[config.mk]
export PLATFORM = sky130hd
export DESIGN_NAME = if_pc_gen
export DESIGN_NICKNAME = d
export VERILOG_FILES = /design/src/rtl/if_pc_gen_pkg.sv /design/src/rtl/if_npc_mux.sv /design/src/rtl/if_pc_gen.sv
export SDC_FILE = /design/constraint.sdc
export NUM_CORES = 1
export LEC_CHECK = 0
export ABC_CLOCK_PERIOD_IN_PS = 5750
export BUFFER_PORTS_ARGS = -buffer_cell sky130_fd_sc_hd__buf_2
export CORE_MARGIN = 2
export CORE_UTILIZATION = 40
export CTS_CLUSTER_SIZE = 25
export DETAILED_ROUTE_END_ITERATION = 8
export PLACE_DENSITY = 0.67
export SLEW_MARGIN = 20
export SYNTH_ARGS = -nofsm -noshare
export SYNTH_HDL_FRONTEND = slang
export SYNTH_HIERARCHICAL = 1
export SYNTH_SLANG_ARGS = --single-unit
[constraint.sdc]
create_clock -name clk -period 5.75 [get_ports clk]
set_input_delay 1.15 -clock clk [delete_from_list [all_inputs] [get_ports clk]]
set_output_delay 1.15 -clock clk [all_outputs]
set_load 0.02 [all_outputs]
[src/rtl/if_pc_gen_pkg.sv]
// Shared constants for the fetch PC generator: default reset/exception
// addresses and the redirect select encoding.
package if_pc_gen_pkg;

  localparam logic [31:0] RESET_PC   = 32'hBFC0_0000;
  localparam logic [31:0] EXC_VECTOR = 32'hBFC0_0380;

  // Listed highest priority first.
  typedef enum logic [2:0] {
    SEL_EXC  = 3'd0,
    SEL_ERET = 3'd1,
    SEL_BR   = 3'd2,
    SEL_PEND = 3'd3,
    SEL_HOLD = 3'd4,
    SEL_SEQ  = 3'd5
  } npc_sel_e;

  function automatic logic is_flush_sel(input npc_sel_e sel);
    return (sel == SEL_EXC) || (sel == SEL_ERET);
  endfunction

endpackage

[src/rtl/if_npc_mux.sv]
// Fixed-priority next-fetch-address selector: exception, ERET, branch,
// held redirect, stall refetch, then sequential PC+4.
module if_npc_mux
  import if_pc_gen_pkg::*;
#(
  parameter logic [31:0] EXC_VEC = if_pc_gen_pkg::EXC_VECTOR
) (
  input  logic        en_i,
  input  logic        exc_flush_i,
  input  logic        eret_flush_i,
  input  logic [31:0] epc_i,
  input  logic        br_taken_i,
  input  logic [31:0] br_target_i,
  input  logic        pend_i,
  input  logic [31:0] pend_pc_i,
  input  logic [31:0] pc_i,
  output logic [31:0] npc_o,
  output npc_sel_e    sel_o
);

  always_comb begin
    sel_o = SEL_SEQ;
    npc_o = pc_i + 32'd4;
    if (exc_flush_i) begin
      sel_o = SEL_EXC;
      npc_o = EXC_VEC;
    end else if (eret_flush_i) begin
      sel_o = SEL_ERET;
      npc_o = epc_i;
    end else if (br_taken_i) begin
      sel_o = SEL_BR;
      npc_o = br_target_i;
    end else if (pend_i) begin
      sel_o = SEL_PEND;
      npc_o = pend_pc_i;
    end else if (!en_i) begin
      sel_o = SEL_HOLD;
      npc_o = pc_i;
    end
  end

endmodule

[src/rtl/if_pc_gen.sv]
// Fetch-stage PC generator and instruction-SRAM request driver.
// Optional misaligned-fetch detection under IF_PC_ALIGN_CHECK_EN.
module if_pc_gen #(
  parameter logic [31:0] RESET_PC   = if_pc_gen_pkg::RESET_PC,
  parameter logic [31:0] EXC_VECTOR = if_pc_gen_pkg::EXC_VECTOR
) (
  input  logic        clk,
  input  logic        rst,
  input  logic        En,
  input  logic        exc_flush,
  input  logic        eret_flush,
  input  logic [31:0] epc,
  input  logic        br_taken_D,
  input  logic [31:0] br_target_D,
  input  logic        is_branch_D,
  output logic [31:0] N_PC4_D,
  output logic [31:0] N_PC8_D,
  output logic [31:0] N_debug_pc_D,
  output logic        PC_EXC_IF,
  output logic        Delay_Next,
  output logic        inst_sram_en,
  output logic [31:0] inst_sram_addr
);

  import if_pc_gen_pkg::*;

  logic [31:0] pc_q, pc_d;
  logic [31:0] pend_pc_q, pend_pc_d;
  logic        pend_q, pend_d;
  logic        started_q;
  logic [31:0] npc;
  npc_sel_e    sel;
  logic        flush;
  logic        pc_exc;

  if_npc_mux #(
    .EXC_VEC (EXC_VECTOR)
  ) u_npc_mux (
    .en_i         (En),
    .exc_flush_i  (exc_flush),
    .eret_flush_i (eret_flush),
    .epc_i        (epc),
    .br_taken_i   (br_taken_D),
    .br_target_i  (br_target_D),
    .pend_i       (pend_q),
    .pend_pc_i    (pend_pc_q),
    .pc_i         (pc_q),
    .npc_o        (npc),
    .sel_o        (sel)
  );

  assign flush = is_flush_sel(sel);

  always_comb begin
    pc_d      = (En || flush) ? npc : pc_q;
    pend_d    = pend_q;
    pend_pc_d = pend_pc_q;
    // A flush outranks a held branch; a stalled taken branch (re)captures its target.
    if (flush) begin
      pend_d = 1'b0;
    end else if (br_taken_D && !En) begin
      pend_d    = 1'b1;
      pend_pc_d = br_target_D;
    end else if (En) begin
      pend_d = 1'b0;
    end
  end

  // pc_q resets one word below RESET_PC so the first sequential fetch lands on it.
  always_ff @(posedge clk or posedge rst) begin
    if (rst) begin
      pc_q      <= RESET_PC - 32'd4;
      pend_q    <= 1'b0;
      pend_pc_q <= 32'd0;
      started_q <= 1'b0;
    end else begin
      pc_q      <= pc_d;
      pend_q    <= pend_d;
      pend_pc_q <= pend_pc_d;
      started_q <= 1'b1;
    end
  end

  // started_q is observation-only state for debug.
  logic unused_started;
  assign unused_started = started_q;

`ifdef IF_PC_ALIGN_CHECK_EN
  assign pc_exc = |npc[1:0];
`else
  assign pc_exc = 1'b0;
`endif

  assign PC_EXC_IF      = pc_exc;
  assign N_debug_pc_D   = npc;
  assign N_PC4_D        = npc + 32'd4;
  assign N_PC8_D        = npc + 32'd8;
  assign inst_sram_addr = npc;
  assign inst_sram_en   = ~rst & (En | flush) & ~pc_exc;
  assign Delay_Next     = is_branch_D & En & ~exc_flush & ~eret_flush;

endmodule

---- Yosys cells after proc, flatten, opt, wreduce, memory -nomap -nowiden ----
Index checks and enable logic that the tools add are counted.
word-level totals
  register bits ........................... 65
  bits of input ports ..................... 71
  output and inout bits ................... 131
  logic and storage cells ................. 36
operators by class
  add/subtract/negate cells ............... 3
  eq/ne operators ......................... 1
  multiplexer cells ....................... 13
  bitwise logic cells ..................... 9
  reductions and logical operators ........ 7
operators by type and width
  operator                 count
  $mux W32                 5
  $add A32 B3 Y32 const B  2
  $add A32 B4 Y32 const B  1
  $mux W3                  4
  $and A1 B1 Y1            4
  $mux W1                  4
  $not A1 Y1               4
  $eq A3 B1 Y1 const B     1
  $logic_not A3 Y1         1
  $reduce_bool A3 Y1       1
  $logic_or A1 B1 Y1       2
  $reduce_and A2 Y1        1
  $logic_and A1 B1 Y1      1
  $logic_not A1 Y1         1
  $or A1 B1 Y1             1

---- Logic depth before layout (Yosys ltp) ----
Gate-level depths: netlist of run 1.
  depth in word-level cells ............... 9
  depth in mapped cells ................... 12
  gate-level depth less buffers ........... 11

---- Cells and area by module ----
The synthesis of run 1 kept the hierarchy.
by module, submodules not included
  module      times used  cells each  area an instance (um^2)  seq. area each (um^2)
  if_pc_gen   1           422         3,907.5                  1,661.6
  if_npc_mux  1           275         1,672.9                  0.0

---- Least setup slack after synthesis of run 1 ----
Ideal clock, no wire load.
  path kind ............................... input port to output port
  start point ............................. in En
  end point ............................... out N_PC4_D[26]
  data arrival time ....................... 4.803 ns
  data required time ...................... 4.600 ns
  slack ................................... -0.203 ns
  cell stages on the path ................. 11
  buffers on the path ..................... 2
  cell sequence ........................... buf_2 and4_1 clkbuf_1 nand4_1 nor3_1 o21ai_0 a221oi_1 nand4_4 or4_4 nor4_2 xor2_1
between the ends
  cells in the longest elaborated chain, start to end .. 6
ends and longest elaborated chain
  element               line              text
  start: declaration    if_pc_gen.sv:9    input logic En,
  $mux W32              if_npc_mux.sv:36  end else if (!en_i) begin
  $mux W32              if_npc_mux.sv:33  end else if (pend_i) begin
  $mux W32              if_npc_mux.sv:30  end else if (br_taken_i) begin
  $mux W32              if_npc_mux.sv:27  end else if (eret_flush_i) begin
  $mux W32              if_npc_mux.sv:24  if (exc_flush_i) begin
  via N_debug_pc_D[16]  if_pc_gen.sv:18   output logic [31:0] N_debug_pc_D,
  $add A32 B3 Y32       if_pc_gen.sv:96   assign N_PC4_D = npc + 32'd4;
  end: declaration      if_pc_gen.sv:16   output logic [31:0] N_PC4_D,
The timed path passes the listed nets, and every way through them passes these cells.

---- Worst setup path after layout of run 1 ----
  start point ............................. in En
  end point ............................... out N_PC8_D[29]
between the ends
  cells in the longest elaborated chain, start to end .. 6
ends and longest elaborated chain
  element           line              text
  $mux W32          if_npc_mux.sv:36
  $mux W32          if_npc_mux.sv:33
  $mux W32          if_npc_mux.sv:30
  $mux W32          if_npc_mux.sv:27
  $mux W32          if_npc_mux.sv:24
  $add A32 B4 Y32   if_pc_gen.sv:97   assign N_PC8_D = npc + 32'd8;
  end: declaration  if_pc_gen.sv:17   output logic [31:0] N_PC8_D,
Every way passes these cells.

==> results of run 1 <==
## power by group through the flow
stage	logic, mW	clock network [mW]	registers, mW
2_1_floorplan	0.381	0	0.604
3_3_place_gp	0.528	0	0.620
3_5_place_dp	0.534	0	0.625
4_1_cts	0.535	0.510	0.617
5_1_grt	0.579	0.529	0.631
6_report	0.534	0.502	0.620
## critical path: stages
cell      delay [ps]
buf_2            200
and4_1           340
nand4_1          310
nor3_1           220
o21ai_0          150
a221oi_2         400
buf_4            200
buf_4            150
nand4_1          230
nor4_1           500
nand3_1          150
xnor2_1          190
buf_2            180
## area by class of cell
type                            instances  area, µm²
Inverter                               27        101
Multi-Input combinational cell        508       3320
Timing Repair Buffer                  245       1340
Clock buffer                           12        246
Clock inverter                          4       20.0
Sequential cell                        65       1660
Fill cell                            1391       6810
Tap cell                              180        225
## path summary, 6_finish.rpt
check	start	endpoint	cells past startpoint
min in group asynchronous	rst	pc_q[30]$_DFFE_PP0P_	3
max in group asynchronous	rst	pend_pc_q[5]$_DFFE_PP0P_	3
worst max-delay path	En	N_PC8_D[29]	13
worst min-delay path	pc_q[31]$_DFFE_PP1P_	pc_q[31]$_DFFE_PP1P_	2
worst max register to register	pc_q[2]$_DFFE_PP1P_	pc_q[30]$_DFFE_PP0P_	10
worst min register to register	pc_q[31]$_DFFE_PP1P_	pc_q[31]$_DFFE_PP1P_	2
## sequential cells by signal, summed over array words and instances, names as in the netlist
register and cells:
pend_q 1, pend_pc_q 32, pc_q 32
## cells in the final DEF, fill, tap and decap left out, drive strengths merged, types with 3 or more instances in the layout
| cell | n |
|---|---|
| a21oi | 24 |
| and3 | 6 |
| o221ai | 3 |
| dfstp | 28 |
| inv | 27 |
| or4 | 4 |
| clkbuf | 12 |
| or2 | 4 |
| mux2i | 6 |
| clkinv | 4 |
| and4 | 10 |
| ha | 4 |
| nor2 | 31 |
| a21o | 7 |
| dfrtp | 37 |
| nand2 | 129 |
| a221oi | 22 |
| a31o | 5 |
| o22ai | 7 |
| a211oi | 3 |
| buf | 245 |
| o21a | 5 |
| o21ai | 23 |
| mux2 | 33 |
| o31ai | 4 |
| nor4 | 12 |
| nand4 | 34 |
| a31oi | 4 |
| nor3 | 15 |
| xor2 | 28 |
| nand3 | 29 |
| xnor2 | 40 |
| o211ai | 3 |
## through the flow
stage	total power [mW]	hold slack, ps	cells
2_1_floorplan	0.985	435	695
6_report	1.66	461	1041
4_1_cts	1.66	463	1041
5_1_grt	1.74	484	1041
3_5_place_dp	1.16	456	1025
3_3_place_gp	1.15	449	1025
## per-layer routing
layer / share of wire (%) / up-vias / track usage [%]
met1: 42 / 2824 / 33.0
met5: 0 / - / 0
met2: 49 / 247 / 43.8
li1: - / 2736 / -
met4: 2.9 / 0 / 9.48
met3: 6.0 / 33 / 3.70
## what timing repair did
item	in CTS	in global routing
endpoints found under the setup margin	0	13
endpoints found under the hold margin	0	0
resized for setup	0	1
==> summary.txt, run 1 <==
Worst Path Max Fanout = 10
r2r setup slk = 2930 ps
final hold vios = 0
CTS Sinks = 65
pin count of the biggest net entering global routing = 66
Net Sw Frac = 35.6%
Mean Syn Cell Area = 8.01 µm²
Final Instance Area = 6910 µm²
Power Density = 240 nW/µm²
RD Place Congestion = 0.880
post-route setup slack = 248 ps
Die X-Extent = 122 µm
RSZ-0062 raised after global routing = false
CTS buffer count = 9
initial antenna violation count = 0
final setup vio count = 0
Min-Delay Path Class = flip-flop to flip-flop
Psw = 0.589 mW
Die ar. = 14900 µm²
fin crit share = 95.7%
Max Cap Violations = 0
relative slew slack = 41.3%
Syn-to-layout area delta = 24.0%
fmax = 0.182 GHz
Core Util, Final = 50.4%
row count = 43
Post-CTS Setup Bufs = 0
CTS Hold Bufs = 0
max-slew violations = 0
DP Area = 6640 µm²
Clock power frac = 30.3%
Max clock buf depth = 2
routed vias = 5840
DRT Pass-1 Iters = 5
Fin Setup TNS = 0 ps
Iteration-0 DRC Markers = 556
Max Clock Skew = 9.37 ps
global route overflow = 0
logic gate share of total power = 32.3%
LEAKAGE = 3.25 nW
H-tree Lvls = 3
arrival time at the worst endpoint = 4350 ps
CTS tree = done
status = finished, final reports clean
mapped cell area = 5570 µm²
die extent in y = 122 µm
total internal power = 1.07 mW
sequential share of power = 37.4%
WP data required = 4600 ps
cell count after synthesis = 695
global-route wire length before repair = 29.1 mm
core box area = 13700 µm²
Reg clk slew, reported paths = 50 ps
Post-layout nets = 931
# DRC = 0
Clk Latency, worst-skew pair = 340 ps
number of global-route vias before repair = 5298
final WL = 19.3 mm
Port Buf Inserts = 200
Tmin final = 5500 ps
syn_nets = 770
Initial Utilization = 40.6%
Detailed Place HPWL = 14.7 mm
ANT cells = 0
DRT antenna net count = 0
Slew @ Worst Pin = 880 ps
CTS root buf = clkbuf_16
Worst setup SP type = input pin
GRT Overall Usage = 25.7%
Ys Warns = 6
Boundary Pins = 202
wire per inst = 18.6 µm
pre-CTS setup slack = 198 ps
kind of end point of the critical path = primary output
Worst VDD drop = 0.182 mV
DR vias/cell = 5.61
layout cell share with drive strength beyond 1 = 40.7%
WS Path Type = input pin to primary output
Power figures use the tool's default switching activity.
==> run 2: changes to the inputs <==
--- a/config.mk
+++ b/config.mk
@@ -7,11 +7,13 @@
 export LEC_CHECK = 0
 export ABC_CLOCK_PERIOD_IN_PS = 5750
 export BUFFER_PORTS_ARGS = -buffer_cell sky130_fd_sc_hd__buf_2
+export CELL_PAD_IN_SITES_DETAIL_PLACEMENT = 0
+export CELL_PAD_IN_SITES_GLOBAL_PLACEMENT = 1
 export CORE_MARGIN = 2
-export CORE_UTILIZATION = 40
+export CORE_UTILIZATION = 36
 export CTS_CLUSTER_SIZE = 25
 export DETAILED_ROUTE_END_ITERATION = 8
-export PLACE_DENSITY = 0.67
+export PLACE_DENSITY_LB_ADDON = 0.1
 export SLEW_MARGIN = 20
 export SYNTH_ARGS = -nofsm -noshare
 export SYNTH_HDL_FRONTEND = slang
==> summary.txt, run 2 (synthesis results as in run 1) <==
RSZ-0062 raised after global routing = false (unchanged)
RD Place Congestion = 0.919 (was 0.880)
global-route wire length before repair = 30.8 mm (was 29.1 mm)
initial antenna violation count = 0 (unchanged)
Worst Setup SP = En (unchanged)
die extent in y = 128 µm (was 122 µm)
Iteration-0 DRC Markers = 537 (was 556)
fmax = 0.183 GHz (was 0.182 GHz)
Reg clk slew, reported paths = 50 ps (about the same)
H-tree Lvls = 3 (unchanged)
fin crit share = 94.8% (was 95.7%)
top flop regs = pc_q x32, pend_pc_q x32, pend_q x1 (unchanged)
CTS root buf = clkbuf_16 (unchanged)
number of global-route vias before repair = 5437 (was 5298)
Fill cells = 1512 (was 1391)
CTS buffer count = 9 (unchanged)
Max Cap Violations = 0 (unchanged)
core box area = 15100 µm² (was 13700 µm²)
WS Path Type = input pin to primary output (unchanged)
Boundary Pins = 202 (unchanged)
hold path startpoint = pc_q[31]$_DFFE_PP1P_ (unchanged)
Port Buf Inserts = 200 (unchanged)
Max clock buf depth = 2 (unchanged)
Power Density = 246 nW/µm² (was 240 nW/µm²)
routed vias = 5670 (was 5840)
Fin Setup TNS = 0 ps (unchanged)
commonest non-fill, non-tap cell in the layout = buf_2 (unchanged)
Worst setup SP type = input pin (unchanged)
kind of end point of the critical path = primary output (unchanged)
global route overflow = 0 (unchanged)
Max Clock Skew = 5.16 ps (was 9.37 ps)
Worst Path Max Fanout = 10 (unchanged)
DR vias/cell = 5.42 (was 5.61)
Min-Delay Path Class = flip-flop to flip-flop (unchanged)
Die X-Extent = 128 µm (was 122 µm)
CTS Sinks = 65 (unchanged)
Die ar. = 16500 µm² (was 14900 µm²)
wire per inst = 19.4 µm (was 18.6 µm)
Clk Latency, worst-skew pair = 340 ps (about the same)
Slew @ Worst Pin = 868 ps (was 880 ps)
final WL = 20.3 mm (was 19.3 mm)
Tmin final = 5450 ps (was 5500 ps)
DP Area = 6640 µm² (about the same)
pin count of the biggest net entering global routing = 66 (unchanged)
status = finished, final reports clean (unchanged)
worst r2r src = pend_q$_DFFE_PP0P_ (was pc_q[2]$_DFFE_PP1P_)
Worst VDD drop = 0.115 mV (was 0.182 mV)
ANT cells = 0 (unchanged)
Initial Utilization = 36.8% (was 40.6%)
Final Instance Area = 6950 µm² (was 6910 µm²)
relative slew slack = 42.1% (was 41.3%)
WP data required = 4600 ps (about the same)
Syn-to-layout area delta = 24.8% (was 24.0%)
final setup vio count = 0 (unchanged)
max-slew violations = 0 (unchanged)
GRT Overall Usage = 24.5% (was 25.7%)
CTS tree = done (unchanged)
DRT antenna net count = 0 (unchanged)
layout cell share with drive strength beyond 1 = 40.9% (was 40.7%)
arrival time at the worst endpoint = 4300 ps (was 4350 ps)
# DRC = 0 (unchanged)
LEAKAGE = 3.26 nW (was 3.25 nW)
row count = 45 (was 43)
DRT Pass-1 Iters = 4 (was 5)
final hold vios = 0 (unchanged)
r2r setup slk = 2570 ps (was 2930 ps)
Detailed Place HPWL = 15.5 mm (was 14.7 mm)
most frequent cells in the layout = 200 x buf_2, 129 x nand2_1, 43 x buf_4 (was 200 x buf_2, 129 x nand2_1, 45 x buf_4)
Post-layout nets = 929 (was 931)
-- run 2: layout make-up --
cell class	instances	area, µm²	area share, %
clock buffer	10	239	3.44
inverter	27	101	1.46
timing repair buffer	243	1320	19.0
tap	188	235	3.38
clock inverter	6	57.6	0.828
sequential	65	1660	23.9
multi-input combinational	508	3330	47.9
-- run 2: report_power, final --
group          internal (mW)  switching [mW]
Sequential             0.556          0.0642
Clock                  0.344           0.201
Combinational          0.210           0.332
-- run 2: final timing paths --
path / depth (start not counted) / endpoint
max in group asynchronous: 3 / pend_pc_q[5]$_DFFE_PP0P_
setup reg to reg: 10 / pend_pc_q[6]$_DFFE_PP0P_
hold reg to reg: 2 / pc_q[31]$_DFFE_PP1P_
hold / removal: 2 / pc_q[31]$_DFFE_PP1P_
setup / recovery: 10 / N_PC4_D[26]
min in group asynchronous: 3 / pend_pc_q[29]$_DFFE_PP0P_
-- run 2: worst max-delay path: stages --
cell and delay, ps:
buf_2 190, and4_1 330, nand4_1 280, or4_1 540, a31oi_1 430, nand4_4 210, or4_4 540, nor4_2 280
xor2_1 160, buf_2 180
-- run 2: metrics by stage --
step	utilization [%]	setup slack [ps]	std cells	total power [mW]	hold slack, ps
floorplan	-	44.9	695	0.985	435
global placement	43.8	291	1031	1.15	449
detailed placement	43.8	225	1031	1.16	454
CTS	45.8	218	1047	1.72	462
global route	45.9	16.4	1047	1.80	480
finish	45.9	299	1047	1.71	461
-- run 2: metal layers --
| metal | track usage [%] | share of wire (%) | up-vias |
|---|---|---|---|
| met5 | 0 | 0 | - |
| met4 | 8.53 | 2.4 | 0 |
| met3 | 3.95 | 5.9 | 31 |
| met2 | 37.4 | 44 | 209 |
| met1 | 35.1 | 48 | 2711 |
| li1 | - | - | 2719 |
-- run 2: timing repair --
item / CTS / global route
hold buffers: 0 / 0
buffers inserted: 0 / 0
setup endpoints to repair: 0 / 4
gates resized for setup: 0 / 2
==> run 3: changes to the inputs <==
--- a/config.mk
+++ b/config.mk
@@ -10,7 +10,8 @@
 export CELL_PAD_IN_SITES_DETAIL_PLACEMENT = 0
 export CELL_PAD_IN_SITES_GLOBAL_PLACEMENT = 1
 export CORE_MARGIN = 2
-export CORE_UTILIZATION = 36
+export CORE_UTILIZATION = 37
+export CTS_BUF_LIST = sky130_fd_sc_hd__clkbuf_8
 export CTS_CLUSTER_SIZE = 25
 export DETAILED_ROUTE_END_ITERATION = 8
 export PLACE_DENSITY_LB_ADDON = 0.1
==> summary.txt, run 3 (synthesis results as in run 1) <==
logic gate share of total power = 33.7% (was 31.7%)
fmax = 0.182 GHz (was 0.183 GHz)
Post-layout nets = 928 (was 929)
Iteration-0 DRC Markers = 376 (was 537)
top flop regs = pc_q x32, pend_pc_q x32, pend_q x1 (unchanged)
kind of end point of the critical path = primary output (unchanged)
Worst Path Max Fanout = 11 (was 10)
Tmin final = 5500 ps (was 5450 ps)
Final Instance Area = 6850 µm² (was 6950 µm²)
Port Buf Inserts = 200 (unchanged)
fin crit share = 95.7% (was 94.8%)
Setup crit end = N_PC4_D[26] (unchanged)
Net Sw Frac = 36.0% (was 35.0%)
pre-CTS setup slack = 300 ps (was 225 ps)
max-slew violations = 0 (unchanged)
Die X-Extent = 127 µm (was 128 µm)
hold path startpoint = pc_q[0]$_DFFE_PP0P_ (was pc_q[31]$_DFFE_PP1P_)
Max Clock Skew = 5.40 ps (was 5.16 ps)
GRT Overall Usage = 24.7% (was 24.5%)
Initial Utilization = 38.0% (was 36.8%)
worst r2r src = pend_q$_DFFE_PP0P_ (unchanged)
Detailed Place HPWL = 15.3 mm (was 15.5 mm)
CTS Sinks = 65 (unchanged)
DR vias/cell = 5.50 (was 5.42)
total internal power = 1.02 mW (was 1.11 mW)
RSZ-0062 raised after global routing = true (was false)
WP data required = 4600 ps (about the same)
Max Cap Violations = 0 (unchanged)
Slew @ Worst Pin = 864 ps (was 868 ps)
Worst VDD drop = 0.0915 mV (was 0.115 mV)
Fin Hold WS = 466 ps (was 461 ps)
routed vias = 5733 (was 5670)
# DRC = 0 (unchanged)
pin count of the biggest net entering global routing = 66 (unchanged)
Min-Delay Path Class = flip-flop to flip-flop (unchanged)
number of global-route vias before repair = 5456 (was 5437)
Post-CTS Setup Bufs = 0 (unchanged)
die extent in y = 127 µm (was 128 µm)
Worst Setup SP = En (unchanged)
post-CTS sizing = 0 (unchanged)
Syn-to-layout area delta = 23.0% (was 24.8%)
Non-Filler Instances = 1042 (was 1047)
Reg clk slew, reported paths = 70 ps (was 50 ps)
Clk Latency, worst-skew pair = 350 ps (was 340 ps)
CTS root buf = clkbuf_8 (was clkbuf_16)
Clock power frac = 27.4% (was 31.9%)
layout cell share with drive strength beyond 1 = 40.6% (was 40.9%)
r2r setup slk = 2640 ps (was 2570 ps)
CTS Hold Bufs = 0 (unchanged)
max incr delay on CP = 580 ps (was 540 ps)
worst reg2reg path endpoint = pend_pc_q[8]$_DFFE_PP0P_ (was pend_pc_q[6]$_DFFE_PP0P_)
status = finished, final reports clean (unchanged)
global route overflow = 0 (unchanged)
placed insts = 1026 (was 1031)
ANT cells = 0 (unchanged)
CTS buffer count = 9 (unchanged)
arrival time at the worst endpoint = 4350 ps (was 4300 ps)
commonest non-fill, non-tap cell in the layout = buf_2 (unchanged)
Psw = 0.574 mW (was 0.597 mW)
DP Area = 6630 µm² (was 6640 µm²)
global-route wire length before repair = 31.1 mm (was 30.8 mm)
most frequent cells in the layout = 200 x buf_2, 129 x nand2_1, 42 x buf_4 (was 200 x buf_2, 129 x nand2_1, 43 x buf_4)
RD Place Congestion = 0.885 (was 0.919)
final hold vios = 0 (unchanged)
wire per inst = 19.4 µm (about the same)
H-tree Lvls = 3 (unchanged)
Power Density = 233 nW/µm² (was 246 nW/µm²)
final WL = 20.2 mm (was 20.3 mm)
sequential share of power = 38.9% (was 36.4%)
LEAKAGE = 3.22 nW (was 3.26 nW)
initial antenna violation count = 0 (unchanged)
CTS tree = done (unchanged)
Worst setup SP type = input pin (unchanged)
relative slew slack = 42.4% (was 42.1%)
post-route setup slack = 249 ps (was 299 ps)
DRT Pass-1 Iters = 5 (was 4)
Crit-path slowest cell = or4_4 (was or4_1)
worst-path cell chain = buf_2 -> nand4_1 -> nor4_1 -> buf_4 -> xor2_1 -> nand2_1 -> a221oi_2 -> nand4_4 -> or4_4 -> nor4_2 -> xor2_1 -> buf_2 (was buf_2 -> and4_1 -> nand4_1 -> or4_1 -> a31oi_1 -> nand4_4 -> or4_4 -> nor4_2 -> xor2_1 -> buf_2)
core box area = 14600 µm² (was 15100 µm²)
WS Path Type = input pin to primary output (unchanged)
row count = 44 (was 45)
worst reg2reg path depth = 9 (was 10)
Fin Setup TNS = 0 ps (unchanged)
Boundary Pins = 202 (unchanged)
Die ar. = 16100 µm² (was 16500 µm²)
DRT antenna net count = 0 (unchanged)
final setup vio count = 0 (unchanged)
Max clock buf depth = 2 (unchanged)
run 3: changes by cell type in the layout (fill, tap and decap cells not counted), sizes merged:
| cell | change |
|---|---|
| buf | -1 |
| clkbuf | +4 |
| clkinv | -4 |
| clkinvlp | -1 |
| inv | +1 |
run 3: final cells by class:
cell class	instances	area (µm²)
Tap cell	184	230
Fill cell	1484	7790
Multi-Input combinational cell	508	3320
Sequential cell	65	1660
Timing Repair Buffer	242	1320
Clock inverter	2	33.8
Inverter	27	101
Clock buffer	14	193
run 3: critical path: cells and delay by family:
family / cells / cell delay, ps
AND/OR/NAND/NOR: 6 / 1770
buffers and inverters: 3 / 650
AO/OA/AOI/OAI: 1 / 460
XOR/XNOR: 2 / 320
run 3: worst min-delay path by stage:
stage | slack (ps) | cells past startpoint | end
floorplan | 430 | 2 | pc_q[12]$_DFFE_PP1P_
global placement | 450 | 2 | pc_q[31]$_DFFE_PP1P_
detailed placement | 450 | 2 | pc_q[0]$_DFFE_PP0P_
CTS | 470 | 2 | pc_q[31]$_DFFE_PP1P_
global route | 490 | 2 | pc_q[19]$_DFFE_PP1P_
finish | 470 | 2 | pc_q[0]$_DFFE_PP0P_
run 3: per-stage QoR:
stage | utilization, % | power [mW]
2_1_floorplan | - | 0.985
3_3_place_gp | 45.2 | 1.15
3_5_place_dp | 45.2 | 1.16
4_1_cts | 46.8 | 1.60
5_1_grt | 46.8 | 1.68
6_report | 46.8 | 1.60
run 3: layer usage:
layer	up-vias	global-route usage, %	wire length, µm
met4	0	5.88	183
met5	-	0	0
met3	18	4.05	1320
li1	2730	-	-
met1	2728	36.4	9830
met2	257	38.1	8850
run 3: power by group through the flow:
| stage | Clock [mW] | Sequential (mW) | Combinational, mW |
|---|---|---|---|
| final | 0.438 | 0.621 | 0.539 |
| after global placement | 0 | 0.621 | 0.530 |
| after floorplan | 0 | 0.604 | 0.381 |
| after detailed placement | 0 | 0.626 | 0.536 |
| after global routing | 0.467 | 0.632 | 0.583 |
| after CTS | 0.445 | 0.618 | 0.539 |
